[src/rtl/pc_trace_pkg.sv]
// Shared types and constants for the PC trace buffer.
package pc_trace_pkg;

  localparam int AW_DEF = 32;
  localparam int OVF_W  = 16;
  localparam logic [OVF_W-1:0] OVF_MAX = 16'hFFFF;

  typedef logic [AW_DEF-1:0] trace_addr_t;

endpackage

[src/rtl/pc_trace_fifo.sv]
// First-word-fall-through circular FIFO; pointers carry a wrap bit so full and
// empty are told apart without a separate flag.
module pc_trace_fifo #(
  parameter int DEPTH = 16,
  parameter int W     = 32,
  localparam int CW   = $clog2(DEPTH) + 1
) (
  input  logic          wb_clk,
  input  logic          wb_rst_n,
  input  logic          push_i,
  input  logic [W-1:0]  data_i,
  input  logic          pop_i,
  output logic [W-1:0]  data_o,
  output logic          full_o,
  output logic          empty_o,
  output logic [CW-1:0] count_o
);

  localparam logic [CW-1:0] FULL_X = {1'b1, {(CW-1){1'b0}}};

  logic [CW-1:0] wr_q, wr_d, rd_q, rd_d;
  logic [W-1:0]  mem_q [DEPTH];
  logic          do_pop;

  assign empty_o = (wr_q == rd_q);
  assign full_o  = ((wr_q ^ rd_q) == FULL_X);
  assign count_o = wr_q - rd_q;
  assign data_o  = mem_q[rd_q[CW-2:0]];
  assign do_pop  = pop_i & ~empty_o;

  always_comb begin
    wr_d = wr_q;
    rd_d = rd_q;
    if (push_i) wr_d = wr_q + CW'(1);
    if (do_pop) rd_d = rd_q + CW'(1);
  end

  always_ff @(posedge wb_clk or negedge wb_rst_n) begin
    if (!wb_rst_n) begin
      wr_q <= '0;
      rd_q <= '0;
    end else begin
      wr_q <= wr_d;
      rd_q <= rd_d;
    end
  end

  // Storage is intentionally not reset; a push into a full FIFO only happens
  // alongside a pop, so the slot it overwrites has already been read out.
  always_ff @(posedge wb_clk) begin
    if (push_i) mem_q[wr_q[CW-2:0]] <= data_i;
  end

endmodule

[src/rtl/pc_trace_buffer.sv]
// Dedups the committed fetch-address stream into a FWFT FIFO, counts entries
// dropped on full, and flags a tight self-loop (end-of-test idiom).
module pc_trace_buffer
  import pc_trace_pkg::*;
#(
  parameter int DEPTH      = 16,
  parameter int AW         = 32,
  parameter int LOOP_LIMIT = 8,
  localparam int CW        = $clog2(DEPTH) + 1
) (
  input  logic             wb_clk,
  input  logic             wb_rst_n,
  input  logic [AW-1:0]    i_pc_adr,
  input  logic             i_pc_vld,
  output logic [AW-1:0]    o_tr_data,
  output logic             o_tr_vld,
  input  logic             i_tr_rdy,
  output logic [CW-1:0]    o_count,
  output logic [OVF_W-1:0] o_ovf_cnt,
  output logic             o_loop
);

  localparam int RW = $clog2(LOOP_LIMIT + 1);
  localparam logic [RW-1:0] REP_MAX = RW'(LOOP_LIMIT);

  logic [AW-1:0]    last_pc_q, last_pc_d;
  logic             last_ok_q, last_ok_d;
  logic [RW-1:0]    rep_q, rep_d;
  logic             loop_q, loop_d;
  logic [OVF_W-1:0] ovf_q, ovf_d;

  logic is_new, pop, push_ok, full, empty;

  assign is_new  = i_pc_vld & (~last_ok_q | (i_pc_adr != last_pc_q));
  assign pop     = o_tr_vld & i_tr_rdy;
  assign push_ok = is_new & (~full | pop);

  pc_trace_fifo #(.DEPTH(DEPTH), .W(AW)) u_fifo (
    .wb_clk  (wb_clk),
    .wb_rst_n(wb_rst_n),
    .push_i  (push_ok),
    .data_i  (i_pc_adr),
    .pop_i   (pop),
    .data_o  (o_tr_data),
    .full_o  (full),
    .empty_o (empty),
    .count_o (o_count)
  );

  always_comb begin
    last_pc_d = last_pc_q;
    last_ok_d = last_ok_q;
    rep_d     = rep_q;
    loop_d    = loop_q;
    ovf_d     = ovf_q;
    if (is_new) begin
      // last_pc tracks even dropped entries so dedup never re-admits a repeat
      last_pc_d = i_pc_adr;
      last_ok_d = 1'b1;
      rep_d     = RW'(1);
      loop_d    = 1'b0;
    end else if (i_pc_vld) begin
      if (rep_q < REP_MAX) rep_d = rep_q + RW'(1);
      if (rep_d == REP_MAX) loop_d = 1'b1;
    end
    if (is_new & ~push_ok & (ovf_q != OVF_MAX)) ovf_d = ovf_q + OVF_W'(1);
  end

  always_ff @(posedge wb_clk or negedge wb_rst_n) begin
    if (!wb_rst_n) begin
      last_pc_q <= '0;
      last_ok_q <= 1'b0;
      rep_q     <= '0;
      loop_q    <= 1'b0;
      ovf_q     <= '0;
    end else begin
      last_pc_q <= last_pc_d;
      last_ok_q <= last_ok_d;
      rep_q     <= rep_d;
      loop_q    <= loop_d;
      ovf_q     <= ovf_d;
    end
  end

  assign o_tr_vld  = ~empty;
  assign o_ovf_cnt = ovf_q;
  assign o_loop    = loop_q;

endmodule

[config.mk]
export PLATFORM = sky130hd
export DESIGN_NAME = pc_trace_buffer
export DESIGN_NICKNAME = d
export VERILOG_FILES = /design/src/rtl/pc_trace_pkg.sv /design/src/rtl/pc_trace_fifo.sv /design/src/rtl/pc_trace_buffer.sv
export SDC_FILE = /design/constraint.sdc
export NUM_CORES = 1
export LEC_CHECK = 0
export CAP_MARGIN = 20
export CORE_AREA = 2 2 201 203
export CTS_CLUSTER_SIZE = 10
export DETAILED_ROUTE_END_ITERATION = 8
export DIE_AREA = 0 0 203 205
export PLACE_DENSITY = 0.84
export SLEW_MARGIN = 20
export SYNTH_ARGS = -nofsm -noshare
export SYNTH_HDL_FRONTEND = slang
export SYNTH_SLANG_ARGS = --single-unit
[constraint.sdc]
create_clock -name wb_clk -period 7.5 [get_ports wb_clk]
set_input_delay 1.5 -clock wb_clk [delete_from_list [all_inputs] [get_ports wb_clk]]
set_output_delay 1.5 -clock wb_clk [all_outputs]
set_load 0.03 [all_outputs]
# == Yosys cells after proc, flatten, opt, wreduce, memory -nomap -nowiden ==
# Memories as Yosys holds them, arrays and structs flattened.
# Cells that the tools add are included.
# totals
memories,1
ram_bits,512
input_bits,36
regBits,64
elab_cells,45
output_inout_bits,55
# classes
eq_ne,5
mux,10
reduce_logical,3
addsub,5
magnitude_cmp,1
bitwise_logic,13
# memory_table
memory,depth,width,rd,rd_clocked_by_memory_dff,write_ports,line,rtl
u_fifo.mem_q,16,32,1,0,1,pc_trace_fifo.sv:22,logic [W-1:0] mem_q [DEPTH];
# ops
op,n
inequality test 32 bit,1
two-way mux 4 bit,5
adder 16 x 1 -> 16 bit (second input constant),1
inequality test 16 bit (second input constant),1
adder 5 x 1 -> 5 bit (second input constant),2
AND 1 bit,6
equality test 5 bit,1
equality test 5 bit (second input constant),1
two-way mux 1 bit,5
subtractor 5 bit,1
XOR 5 bit,1
adder 4 x 1 -> 4 bit (second input constant),1
equality test 4 bit (second input constant),1
< comparator 4 bit (second input constant),1
inverter 1 bit,4
nonzero test 2 bit,2
OR 1 bit,2
AND reduction 2 bit,1

# == Depth between registers and ports, before layout ==
# Gate-level depths: netlist of run 1.
# depth
word_depth,8
mapped_depth,11
depth_no_buf,8

# == Cells and area by module ==
# A second synthesis of run 1 with hierarchy kept.
# unflattened
hier_cells,1155
hier_area_um2,22918.2
# by_module_without_submodules
module,area_each_um2,cells_per_inst,seq_area_each_um2,instances
pc_trace_fifo,20174.3,938,15625.0,1
pc_trace_buffer,2743.9,217,1351.3,1

# == Least setup slack after synthesis of run 1 ==
# No wires, ideal clock.
# synth_timing
path_type,in2reg
start,input i_pc_adr[17]
end,memory u_fifo.mem_q[15][0] (enable)
t_required_ns,6.992
n_path_buf,0
path_slack_ns,1.767
stages,5
arrival_ns,5.224
setup_ns,0.508
cell_sequence,xor2_1 > nor4_1 > nand4_1 > or4_1 > nor4bb_1
# synth_between
elab_chain_len,6
# synth_rtl
item,line,rtl
start: declaration,pc_trace_buffer.sv:13,"input logic [AW-1:0] i_pc_adr,"
inequality test 32 bit,pc_trace_buffer.sv:34,assign is_new = i_pc_vld & (~last_ok_q | (i_pc_adr != last_pc_q));
OR 1 bit,pc_trace_buffer.sv:34,
AND 1 bit,pc_trace_buffer.sv:34,
AND 1 bit,pc_trace_buffer.sv:36,assign push_ok = is_new & (~full | pop);
two-way mux 1 bit,pc_trace_fifo.sv:51,if (push_i) mem_q[wr_q[CW-2:0]] <= data_i;
two-way mux 1 bit (not written as such),pc_trace_fifo.sv:51,
end: declaration,pc_trace_fifo.sv:22,
# No other way between the ends.

# == Final worst setup path of run 1 ==
# layout_timing
start,register u_fifo.rd_q[0]
end,output o_tr_data[21]
# layout_between
elab_chain_len,1
# layout_rtl
item,line,rtl
start: declaration,pc_trace_fifo.sv:21,"logic [CW-1:0] wr_q, wr_d, rd_q, rd_d;"
start signal: assignment,pc_trace_fifo.sv:44,rd_q <= rd_d;
memory (16 x 32 bit),--,
end: declaration,pc_trace_buffer.sv:15,"output logic [AW-1:0] o_tr_data,"
# No other way between the ends.

==> results of run 1 <==
state kept, by name, indices dropped and copies added, names as in the netlist:
| signal | cells |
|---|---|
| u_fifo.rd_q | 5 |
| o_ovf_cnt | 16 |
| rep_q | 4 |
| last_pc_q | 32 |
| last_ok_q | 1 |
| o_loop | 1 |
| u_fifo.mem_q | 512 |
| u_fifo.wr_q | 5 |
stage by stage:
| stage | util [%] | hold WS [ns] |
|---|---|---|
| global placement | 61.4 | 0.451 |
| detailed placement | 61.4 | 0.471 |
| CTS | 66.2 | 0.488 |
| floorplan | - | 0.439 |
| finish | 66.6 | 0.483 |
| global route | 66.6 | 0.492 |
area by class of cell:
| type | instances | area share [%] |
|---|---|---|
| Clock inverter | 6 | 0.239 |
| Inverter | 15 | 0.215 |
| Multi-Input combinational cell | 388 | 20.8 |
| Clock buffer | 97 | 6.99 |
| Tap cell | 525 | 2.51 |
| Sequential cell | 576 | 64.8 |
| Timing Repair Buffer | 113 | 4.48 |
path summary, 6_finish.rpt:
| path | slack, ns | end | from | cells after the start |
|---|---|---|---|---|
| setup / recovery | 2.18 | o_tr_data[21] | u_fifo.rd_q[0] | 4 |
| hold / removal | 0.48 | u_fifo.wr_q[4] | u_fifo.wr_q[4] | 1 |
| setup reg to reg | 3.35 | u_fifo.mem_q[6][22] | u_fifo.rd_q[3] | 6 |
| hold reg to reg | 0.48 | u_fifo.wr_q[4] | u_fifo.wr_q[4] | 1 |
| max in group asynchronous | 5.79 | u_fifo.rd_q[1] | wb_rst_n | 2 |
| min in group asynchronous | 1.10 | o_ovf_cnt[10] | wb_rst_n | 2 |
report_power, final:
| part | total (mW) | switching [mW] | leakage, nW | internal [mW] |
|---|---|---|---|---|
| registers | 4.14 | 0.296 | 5.40 | 3.84 |
| logic | 3.17 | 1.66 | 2.25 | 1.52 |
| clock network | 2.89 | 1.20 | 0.912 | 1.68 |
critical path, delay by kind of cell (launching register included):
| family | cells | cell delay (ns) |
|---|---|---|
| flops | 1 | 0.94 |
| buf+inv | 2 | 1.18 |
| mux | 2 | 1.08 |
cell families (layout without fill, tap and decap cells):
| family | after synthesis | count (layout) | share of synthesized area [%] |
|---|---|---|---|
| XOR/XNOR | 58 | 58 | 2.25 |
| AND/OR/NAND/NOR | 104 | 104 | 2.51 |
| multiplexers | 195 | 195 | 17.7 |
| flip-flops | 576 | 576 | 75.2 |
| AO/OA/AOI/OAI | 19 | 19 | 0.548 |
| adder cells (fa/ha/maj) | 12 | 12 | 0.698 |
| buffers and inverters | 62 | 231 | 1.15 |
layer usage:
layer,global-route usage [%],vias up,share of wire (%)
li1,-,4514,-
met1,33.2,5876,39
met2,41.7,608,51
met3,4.85,110,7.3
met4,8.08,2,2.7
met5,0,-,0.026
cell usage after synthesis (2+ instances only):
library cell / count
sky130_fd_sc_hd__clkbuf_1: 24
sky130_fd_sc_hd__nand3_1: 18
sky130_fd_sc_hd__nor2_1: 15
sky130_fd_sc_hd__and2_1: 3
sky130_fd_sc_hd__nand2b_1: 2
sky130_fd_sc_hd__buf_2: 12
sky130_fd_sc_hd__nor3_1: 6
sky130_fd_sc_hd__a21oi_1: 7
sky130_fd_sc_hd__dfrtp_1: 64
sky130_fd_sc_hd__nand3b_1: 2
sky130_fd_sc_hd__and4_1: 4
sky130_fd_sc_hd__buf_1: 9
sky130_fd_sc_hd__mux2_2: 27
sky130_fd_sc_hd__o21ai_0: 3
sky130_fd_sc_hd__or4_1: 2
sky130_fd_sc_hd__edfxtp_1: 512
sky130_fd_sc_hd__nand2_1: 17
sky130_fd_sc_hd__xnor2_1: 25
sky130_fd_sc_hd__nor4_1: 7
sky130_fd_sc_hd__ha_1: 11
sky130_fd_sc_hd__nor4bb_1: 2
sky130_fd_sc_hd__and3_1: 10
sky130_fd_sc_hd__a21o_1: 4
sky130_fd_sc_hd__mux4_2: 160
sky130_fd_sc_hd__inv_1: 14
sky130_fd_sc_hd__nand4_1: 11
sky130_fd_sc_hd__mux2_1: 7
sky130_fd_sc_hd__xor2_1: 33
==> metrics.txt, run 1 <==
Die W=203 um; total overflow reported by the global router=0; synthesis-stage register bit count=576; Final Max Tran Viols=0; largest cells by area after synthesis=sky130_fd_sc_hd__edfxtp_1 68%, sky130_fd_sc_hd__mux4_2 16%, sky130_fd_sc_hd__dfrtp_1 7.1%, sky130_fd_sc_hd__mux2_2 1.3%, sky130_fd_sc_hd__xor2_1 1.3%; max-capacitance violation count=0; total of warnings raised by yosys=0; port buffer count=90; Worst Setup Slack post-DPL=between 1.5 and 2 ns; initial drt markers=around 1300; number of clock buffers inserted by TritonCTS=67; Initial Util=between 50% and 60%; post-synth top area share=just under 70%; minimum setup slack in the final design=approximately 2.2 ns; number of antenna violations at the first check in global routing=1; wire length of the first global-routing pass=around 75000 um; number of diodes=0; predominant post-synthesis flop cell=sky130_fd_sc_hd__edfxtp_1; maximum resistive drop on vdd=~570 uV; count of hold buffers inserted by post-cts repair=0; cell area power density=between 300 and 400 nW/um2; Longest Clk Path Bufs=3; WL per Instance=about 29 um; post-synthesis area per instance=between 20 and 25 um2; final hold vios=0; cell accounting for the most synthesized area=sky130_fd_sc_hd__edfxtp_1; relative slew slack=a little over a fifth; post-route fraction of the period consumed by the critical path=about 71%; area added between synthesis and finish=16.0%; Hold WC Path Type=reg2reg; Total GRT Usage=roughly a quarter; endpoint required time on the critical path=6.00 ns; post-route total power=10.2 mW; GP Congestion=roughly 0.85; list of cells traversed by the critical path=buf_4 -> mux4_2 -> mux4_2 -> clkdlybuf4s50_1; number of setup violations in the final report=0; leakage power total=8.57 nW; combined area of the multi-input logic cells=~5400 um2; estimated wirelength of the detail-placed design=26300 um; Worst Setup Path Type=reg2out; Ports=91; synthesized netlist net count=between 1000 and 1500; ANT nets after route=0; post-synth design cell area=22600 um2; root buffer cell=sky130_fd_sc_hd__clkbuf_16; dominant cell type by count on the critical path=sky130_fd_sc_hd__mux4_2; Reg area=about 17000 um2; post-cts sizing count=0; RSZ-0062 raised after global routing=false; vertical die dimension=205 um; DRT Wirelength=~51000 um; Critical Path End Type=primary output; Placement Rows=between 70 and 80; share of post-route cells with drive strength above 1=25.8%; run status=finished clean; Worst Max-Slew Pin Slew=1.17 ns; clock tree from TritonCTS=built; distinct cell type count of the synthesized netlist=43; data arrival time of the critical path=approximately 3.8 ns; placement-stage cell area=between 20000 and 25000 um2; non-filler cells, final=roughly 1700; Filler cells=about 2300; count of flip-flops with a built-in enable after synthesis=roughly 510; part of the Yosys area used for sequential elements=75.2%; delay of the slowest critical-path stage=between 0.9 and 1 ns; pin count of the biggest net entering global routing=65; nature of the critical path startpoint=flop; aggregate negative setup slack=0 ns; Cells after DPL=~1600; slowest stage cell on the critical path=sky130_fd_sc_hd__dfrtp_4; area enclosed by the die boundary=about 42000 um2; buffers inserted by post-CTS timing repair=0; highest fanout seen on the critical path=39; total number of nets in the final design=around 1200; clock slew at reported path FFs=~0.060 ns; Remaining DRCs=0; detailed-routing iteration count for the pre-antenna-repair pass=5; leading cell types in the layout, fill and taps excluded=512 x sky130_fd_sc_hd__edfxtp_1, 160 x sky130_fd_sc_hd__mux4_2, 89 x sky130_fd_sc_hd__clkdlybuf4s50_1; final period demand of the worst path=around 5.3 ns; worst clock skew on the final layout=around 0.027 ns; Sink Count=between 500 and 600; cell area after layout=between 20000 and 30000 um2; maximum level of the CTS H-tree=3; insertion delay to the later sink of the worst-skew pair=~0.58 ns; Max Fclk=between 150 and 200 MHz; number of global-route vias before repair=11800; Avg Vias per Cell=~6.5; Gate Count Post-Synth=a little over 1000; placeable core area=39400 um2; commonest non-fill, non-tap cell in the layout=sky130_fd_sc_hd__edfxtp_1; fraction of registers with async set/reset=between 10 and 15%; via count=11100
Power figures use the tool's default switching activity.
==> run 2: changes to the inputs <==
--- a/config.mk
+++ b/config.mk
@@ -6,10 +6,10 @@
 export NUM_CORES = 1
 export LEC_CHECK = 0
 export CAP_MARGIN = 20
-export CORE_AREA = 2 2 201 203
+export CORE_AREA = 2 2 206 208
 export CTS_CLUSTER_SIZE = 10
 export DETAILED_ROUTE_END_ITERATION = 8
-export DIE_AREA = 0 0 203 205
+export DIE_AREA = 0 0 208 210
 export PLACE_DENSITY = 0.84
 export SLEW_MARGIN = 20
 export SYNTH_ARGS = -nofsm -noshare
==> constraint.sdc (replaced) <==
create_clock -name wb_clk -period 4.5 [get_ports wb_clk]
set_input_delay 0.9 -clock wb_clk [delete_from_list [all_inputs] [get_ports wb_clk]]
set_output_delay 0.9 -clock wb_clk [all_outputs]
set_load 0.03 [all_outputs]
==> run 2 against run 1 <==
  * Clock power up 69%
  * Critical path depth unchanged
  * Sequential power up 60%
  * Non-clock buffer count up 31
  * Critical path type unchanged
  * Largest power group unchanged
  * Core utilization down 2.8 points
==> metrics.txt, run 2 (synthesis results as in run 1) <==
run status=finished clean (unchanged); aggregate negative setup slack=0 ns (unchanged); pin count of the biggest net entering global routing=90 (was 65); data arrival time of the critical path=3.38 ns (was 3.82 ns); total number of nets in the final design=1240 (was 1209); leakage power total=8.72 nW (was 8.57 nW); detailed-routed wire length on met3=3820 um (was 3730 um); relative slew slack=26.3% (was 21.8%); final hold vios=0 (unchanged); wire length of the first global-routing pass=76500 um (was 74800 um); Max Fclk=between 200 and 250 MHz; maximum level of the CTS H-tree=3 (unchanged); commonest non-fill, non-tap cell in the layout=sky130_fd_sc_hd__edfxtp_1 (unchanged); cell area power density=647 nW/um2 (was 389 nW/um2); leading cell types in the layout, fill and taps excluded=512 x sky130_fd_sc_hd__edfxtp_1, 160 x sky130_fd_sc_hd__mux4_2, 89 x sky130_fd_sc_hd__clkdlybuf4s50_1 (unchanged); number of clock buffers inserted by TritonCTS=67 (unchanged); Die W=208 um (was 203 um); nature of the critical path startpoint=flop (unchanged); count of hold buffers inserted by post-cts repair=0 (unchanged); area added between synthesis and finish=17.1% (was 16.0%); post-route total power=17.1 mW (was 10.2 mW); area enclosed by the die boundary=43700 um2 (was 41600 um2); Placement Rows=75 (was 73); initial drt markers=1154 (was 1257); cell area after layout=26500 um2 (was 26200 um2); post-cts sizing count=0 (unchanged); insertion delay to the later sink of the worst-skew pair=0.59 ns (was 0.58 ns); top layer in use=met5 (unchanged); number of global-route vias before repair=11800 (about the same); number of flip-flops in the largest register=512 (unchanged); highest fanout seen on the critical path=25 (was 39); Filler cells=2688 (was 2307); number of diodes=0 (unchanged); estimated wirelength of the detail-placed design=28900 um (was 26300 um); via count=11200 (was 11100); Total GRT Usage=24.0% (was 24.8%); GP Congestion=0.827 (was 0.854); Hold WC Path Type=in2async (was reg2reg); placement-stage cell area=24500 um2 (was 24200 um2); Critical Path End Type=primary output (unchanged); number of setup violations in the final report=0 (unchanged); vertical die dimension=210 um (was 205 um); Sink Count=576 (unchanged); Ports=91 (unchanged); Final Max Tran Viols=0 (unchanged); clock tree from TritonCTS=built (unchanged); detailed-routing iteration count for the pre-antenna-repair pass=7 (was 5); worst clock skew on the final layout=0.0280 ns (was 0.0269 ns); final period demand of the worst path=between 4 and 5 ns; ANT nets after route=0 (unchanged); Remaining DRCs=0 (unchanged); RSZ-0062 raised after global routing=false (unchanged); endpoint required time on the critical path=3.60 ns (was 6.00 ns); total overflow reported by the global router=0 (unchanged); worst reg2reg setup slack=0.64 ns (was 3.35 ns); Worst Setup Path Type=reg2out (unchanged); buffers inserted by post-CTS timing repair=0 (unchanged); port buffer count=90 (unchanged); Worst Max-Slew Pin Slew=1.11 ns (was 1.17 ns); DRT Wirelength=51100 um (was 50700 um); clock slew at reported path FFs=0.06 ns (about the same); placeable core area=41500 um2 (was 39400 um2); worst r2r path cells=8 (was 6); share of post-route cells with drive strength above 1=27.4% (was 25.8%); met1 routed wirelength after detailed routing=20000 um (was 19600 um); WL per Instance=28.7 um (was 29.5 um); Longest Clk Path Bufs=3 (unchanged); number of antenna violations at the first check in global routing=1 (unchanged); Initial Util=54.5% (was 57.4%); Avg Vias per Cell=6.30 (was 6.46); max-capacitance violation count=0 (unchanged); root buffer cell=sky130_fd_sc_hd__clkbuf_16 (unchanged); met2 routed wirelength=25900 um (was 26000 um); maximum resistive drop on vdd=772 uV (was 566 uV); post-route fraction of the period consumed by the critical path=approximately 95%
## run 2: worst max-delay path, stage by stage, from the launching register on
cell,delay (ns)
sky130_fd_sc_hd__dfrtp_4,0.57
sky130_fd_sc_hd__buf_4,0.51
sky130_fd_sc_hd__mux4_2,0.62
sky130_fd_sc_hd__mux4_2,0.48
sky130_fd_sc_hd__clkdlybuf4s50_1,0.60
## run 2: worst paths after layout
kind	end	start
max	o_tr_data[14]	u_fifo.rd_q[0]
min reg2reg	last_ok_q	last_ok_q
max reg2reg	u_fifo.mem_q[10][24]	u_fifo.rd_q[1]
max in group asynchronous	o_ovf_cnt[4]	wb_rst_n
min	o_loop	wb_rst_n
min in group wb_clk	last_ok_q	last_ok_q
## run 2: stage by stage
step	instances	worst slack [ns]	utilization, %	hold WS, ns
6_report	1781	0.222	63.8	0.349
3_5_place_dp	1662	0.0842	59.1	0.456
4_1_cts	1781	0.139	63.8	0.350
5_1_grt	1781	0.0584	63.8	0.370
2_1_floorplan	1026	0.166	-	0.439
3_3_place_gp	1662	0.269	59.1	0.455
## run 2: routing by layer
layer,vias to the layer above,GRT usage [%]
met4,2,7.75
met1,5928,32.6
met5,-,0
li1,4595,-
met2,593,39.1
met3,100,5.50
## run 2: area by class of cell
cell class / count / area [um2] / area share (%)
Inverter: 15 / 56.3 / 0.213
Clock buffer: 113 / 1880 / 7.11
Multi-Input combinational cell: 388 / 5450 / 20.6
Sequential cell: 576 / 17000 / 64.2
Clock inverter: 6 / 60.1 / 0.227
Timing Repair Buffer: 144 / 1350 / 5.12
Tap cell: 539 / 674 / 2.55
## run 2: where the power goes
part           switching, mW  internal [mW]  leakage (nW)
sequential             0.238           6.41          5.40
clock                   2.04           2.85         0.927
combinational           3.02           2.57          2.39
total                   5.29           11.8          8.72
==> run 3: changes to the inputs <==
--- a/config.mk
+++ b/config.mk
@@ -11,6 +11,8 @@
 export DETAILED_ROUTE_END_ITERATION = 8
 export DIE_AREA = 0 0 208 210
 export PLACE_DENSITY = 0.84
+export RECOVER_POWER = 25
+export REMOVE_ABC_BUFFERS = 1
 export SLEW_MARGIN = 20
 export SYNTH_ARGS = -nofsm -noshare
 export SYNTH_HDL_FRONTEND = slang
==> run 3 against run 2 <==
  * The run now ends with max-capacitance violations, max-slew violations left
  * First-iteration DRC count is 7.5% higher
  * Design area increased by 0.75%
  * Largest cell class unchanged
  * Maximum frequency shrank 1.5%
  * Clock power is 2% higher
  * Critical path depth unchanged
==> metrics.txt, run 3 (synthesis results as in run 1) <==
number of clock buffers inserted by TritonCTS=68 (was 67); post-route fraction of the period consumed by the critical path=96.6% (was 95.1%); fraction of power consumed by the clock network=28.6% (was 28.5%); share of post-route cells with drive strength above 1=26.8% (was 27.4%); Total GRT Usage=25.4% (was 24.0%); cell area after layout=26700 um2 (was 26500 um2); Max Fclk=230 MHz (was 234 MHz); estimated wirelength of the detail-placed design=28700 um (was 28900 um); Cells after DPL=1673 (was 1662); maximum level of the CTS H-tree=3 (unchanged); nature of the critical path startpoint=flop (unchanged); clock slew at reported path FFs=0.06 ns (about the same); non-filler cells, final=1800 (was 1781); initial drt markers=1241 (was 1154); maximum resistive drop on vdd=666 uV (was 772 uV); leakage power total=8.78 nW (was 8.72 nW); number of flip-flops in the largest register=512 (unchanged); delay of the slowest critical-path stage=0.73 ns (was 0.62 ns); vertical die dimension=210 um (unchanged); cell-internal power=11.9 mW (was 11.8 mW); part of the total power dissipated in sequential elements=38.5% (was 38.8%); RSZ-0062 raised after global routing=false (unchanged); Worst Max-Slew Pin Slew=2.45 ns (was 1.11 ns); port buffer count=90 (unchanged); data arrival time of the critical path=3.44 ns (was 3.38 ns); root buffer cell=sky130_fd_sc_hd__clkbuf_16 (unchanged); run status=complete, but fails checks (was finished clean); post-route total power=17.4 mW (was 17.1 mW); Die W=208 um (unchanged); list of cells traversed by the critical path=buf_4 -> mux4_2 -> mux4_2 -> clkdlybuf4s50_1 (unchanged); cell area power density=653 nW/um2 (was 647 nW/um2); Placement Rows=75 (unchanged); leading cell types in the layout, fill and taps excluded=512 x sky130_fd_sc_hd__edfxtp_1, 160 x sky130_fd_sc_hd__mux4_2, 69 x sky130_fd_sc_hd__clkbuf_16 (was 512 x sky130_fd_sc_hd__edfxtp_1, 160 x sky130_fd_sc_hd__mux4_2, 89 x sky130_fd_sc_hd__clkdlybuf4s50_1); post-cts sizing count=0 (unchanged); number of antenna violations at the first check in global routing=4 (was 1); final period demand of the worst path=4.34 ns (was 4.28 ns); Longest Clk Path Bufs=3 (unchanged); clock tree from TritonCTS=built (unchanged); detailed-routing iteration count for the pre-antenna-repair pass=7 (unchanged); violations in the final reports=max-capacitance violations, max-slew violations; GP Congestion=0.792 (was 0.827); part of the power in combinational logic=32.9% (was 32.6%); max-capacitance violation count=1 (was 0); Hold WC Path Type=reg2reg (was in2async); total overflow reported by the global router=0 (unchanged); Sink Count=576 (unchanged); placeable core area=41500 um2 (unchanged); Filler cells=2601 (was 2688); Worst Setup Path Type=reg2out (unchanged); area enclosed by the die boundary=43700 um2 (unchanged); relative slew slack=-63.3% (was 26.3%); number of global-route vias before repair=12200 (was 11800); dominant cell type by count on the critical path=sky130_fd_sc_hd__mux4_2 (unchanged); ANT nets after route=0 (unchanged); worst clock skew on the final layout=0.0242 ns (was 0.0280 ns); total number of nets in the final design=1253 (was 1240); via count=11500 (was 11200); switching power of the nets=5.46 mW (was 5.29 mW); kind of cell with the highest combined delay on the critical path=multiplexers (was buffers and inverters); final hold vios=0 (unchanged); Buffers & Inverters on Critical Path=2 (unchanged); wire length of the first global-routing pass=80200 um (was 76500 um); insertion delay to the later sink of the worst-skew pair=0.59 ns (about the same); Initial Util=54.5% (unchanged); highest fanout seen on the critical path=15 (was 25); Avg Vias per Cell=6.39 (was 6.30); area added between synthesis and finish=18.0% (was 17.1%); Ports=91 (unchanged); Remaining DRCs=0 (unchanged); number of setup violations in the final report=0 (unchanged); fraction of power spent switching nets=31.4% (was 30.9%); slowest stage cell on the critical path=sky130_fd_sc_hd__dfrtp_4 (was sky130_fd_sc_hd__mux4_2); WL per Instance=30.2 um (was 28.7 um); commonest non-fill, non-tap cell in the layout=sky130_fd_sc_hd__edfxtp_1 (unchanged); Final Max Tran Viols=36 (was 0); pin count of the biggest net entering global routing=48 (was 90); DRT Wirelength=54400 um (was 51100 um); Critical Path End Type=primary output (unchanged); endpoint required time on the critical path=3.60 ns (about the same); placement-stage cell area=24700 um2 (was 24500 um2)
[run 3: cell types whose count changed in the layout (fill, tap and decap cells not counted), sizes merged]
cell           before  now
buf                55   49
clkdlybuf4s50      89   65
dlygate4sd3         0   24
inv                20   22
diode               0    2
clkbuf            113  134
[run 3: power by group through the flow]
stage,Sequential (mW),Clock (mW),Combinational [mW]
floorplan,7.08,0,3.53
global placement,6.75,0,5.57
detailed placement,6.79,0,5.63
CTS,6.70,5.04,5.77
global route,6.73,5.24,5.98
finish,6.71,4.98,5.72
[run 3: metal layers]
metal / vias up / track usage [%] / share of wire (%)
met2: 711 / 42.0 / 51
met3: 135 / 6.32 / 9.3
met5: - / 0 / 0.039
met4: 4 / 10.3 / 3.4
met1: 6017 / 32.8 / 37
li1: 4629 / - / -
[run 3: worst paths after layout]
kind                           startpoint             endpoint  slack, ns  cells past startpoint
min                             last_ok_q            last_ok_q       0.49                      1
max in group asynchronous        wb_rst_n       u_fifo.rd_q[1]       1.72                      1
min reg2reg                     last_ok_q            last_ok_q       0.49                      1
min in group asynchronous        wb_rst_n       u_fifo.wr_q[1]       1.06                      1
max reg2reg                u_fifo.rd_q[2]  u_fifo.mem_q[13][5]       1.19                      6
max                        u_fifo.rd_q[0]        o_tr_data[27]       0.16                      4
[run 3: layout make-up]
cell class | count | area [um2] | area share (%)
Sequential cell | 576 | 17000 | 63.7
Multi-Input combinational cell | 388 | 5440 | 20.4
Clock buffer | 116 | 1910 | 7.18
Timing Repair Buffer | 156 | 1520 | 5.71
Tap cell | 539 | 674 | 2.53
Clock inverter | 8 | 66.3 | 0.249
Inverter | 15 | 56.3 | 0.211
Antenna cell | 2 | 5.00 | 0.0188
[run 3: what timing repair did]
item	4_1_cts	5_1_grt
endpoints found under the setup margin	1	0
buffers inserted	1	0
hold buffers	0	0
[run 3: per-stage QoR]
| stage | TNS, ns | utilization [%] | hold slack (ns) | worst slack, ns |
|---|---|---|---|---|
| 3_3_place_gp | 0 | 59.6 | 0.453 | 0.256 |
| 5_1_grt | 0 | 64.3 | 0.523 | 0.0908 |
| 2_1_floorplan | -1920.91 | - | 0.439 | -5.17 |
| 6_report | 0 | 64.3 | 0.495 | 0.155 |
| 3_5_place_dp | 0 | 59.6 | 0.473 | 0.202 |
| 4_1_cts | 0 | 64.4 | 0.490 | 0.141 |
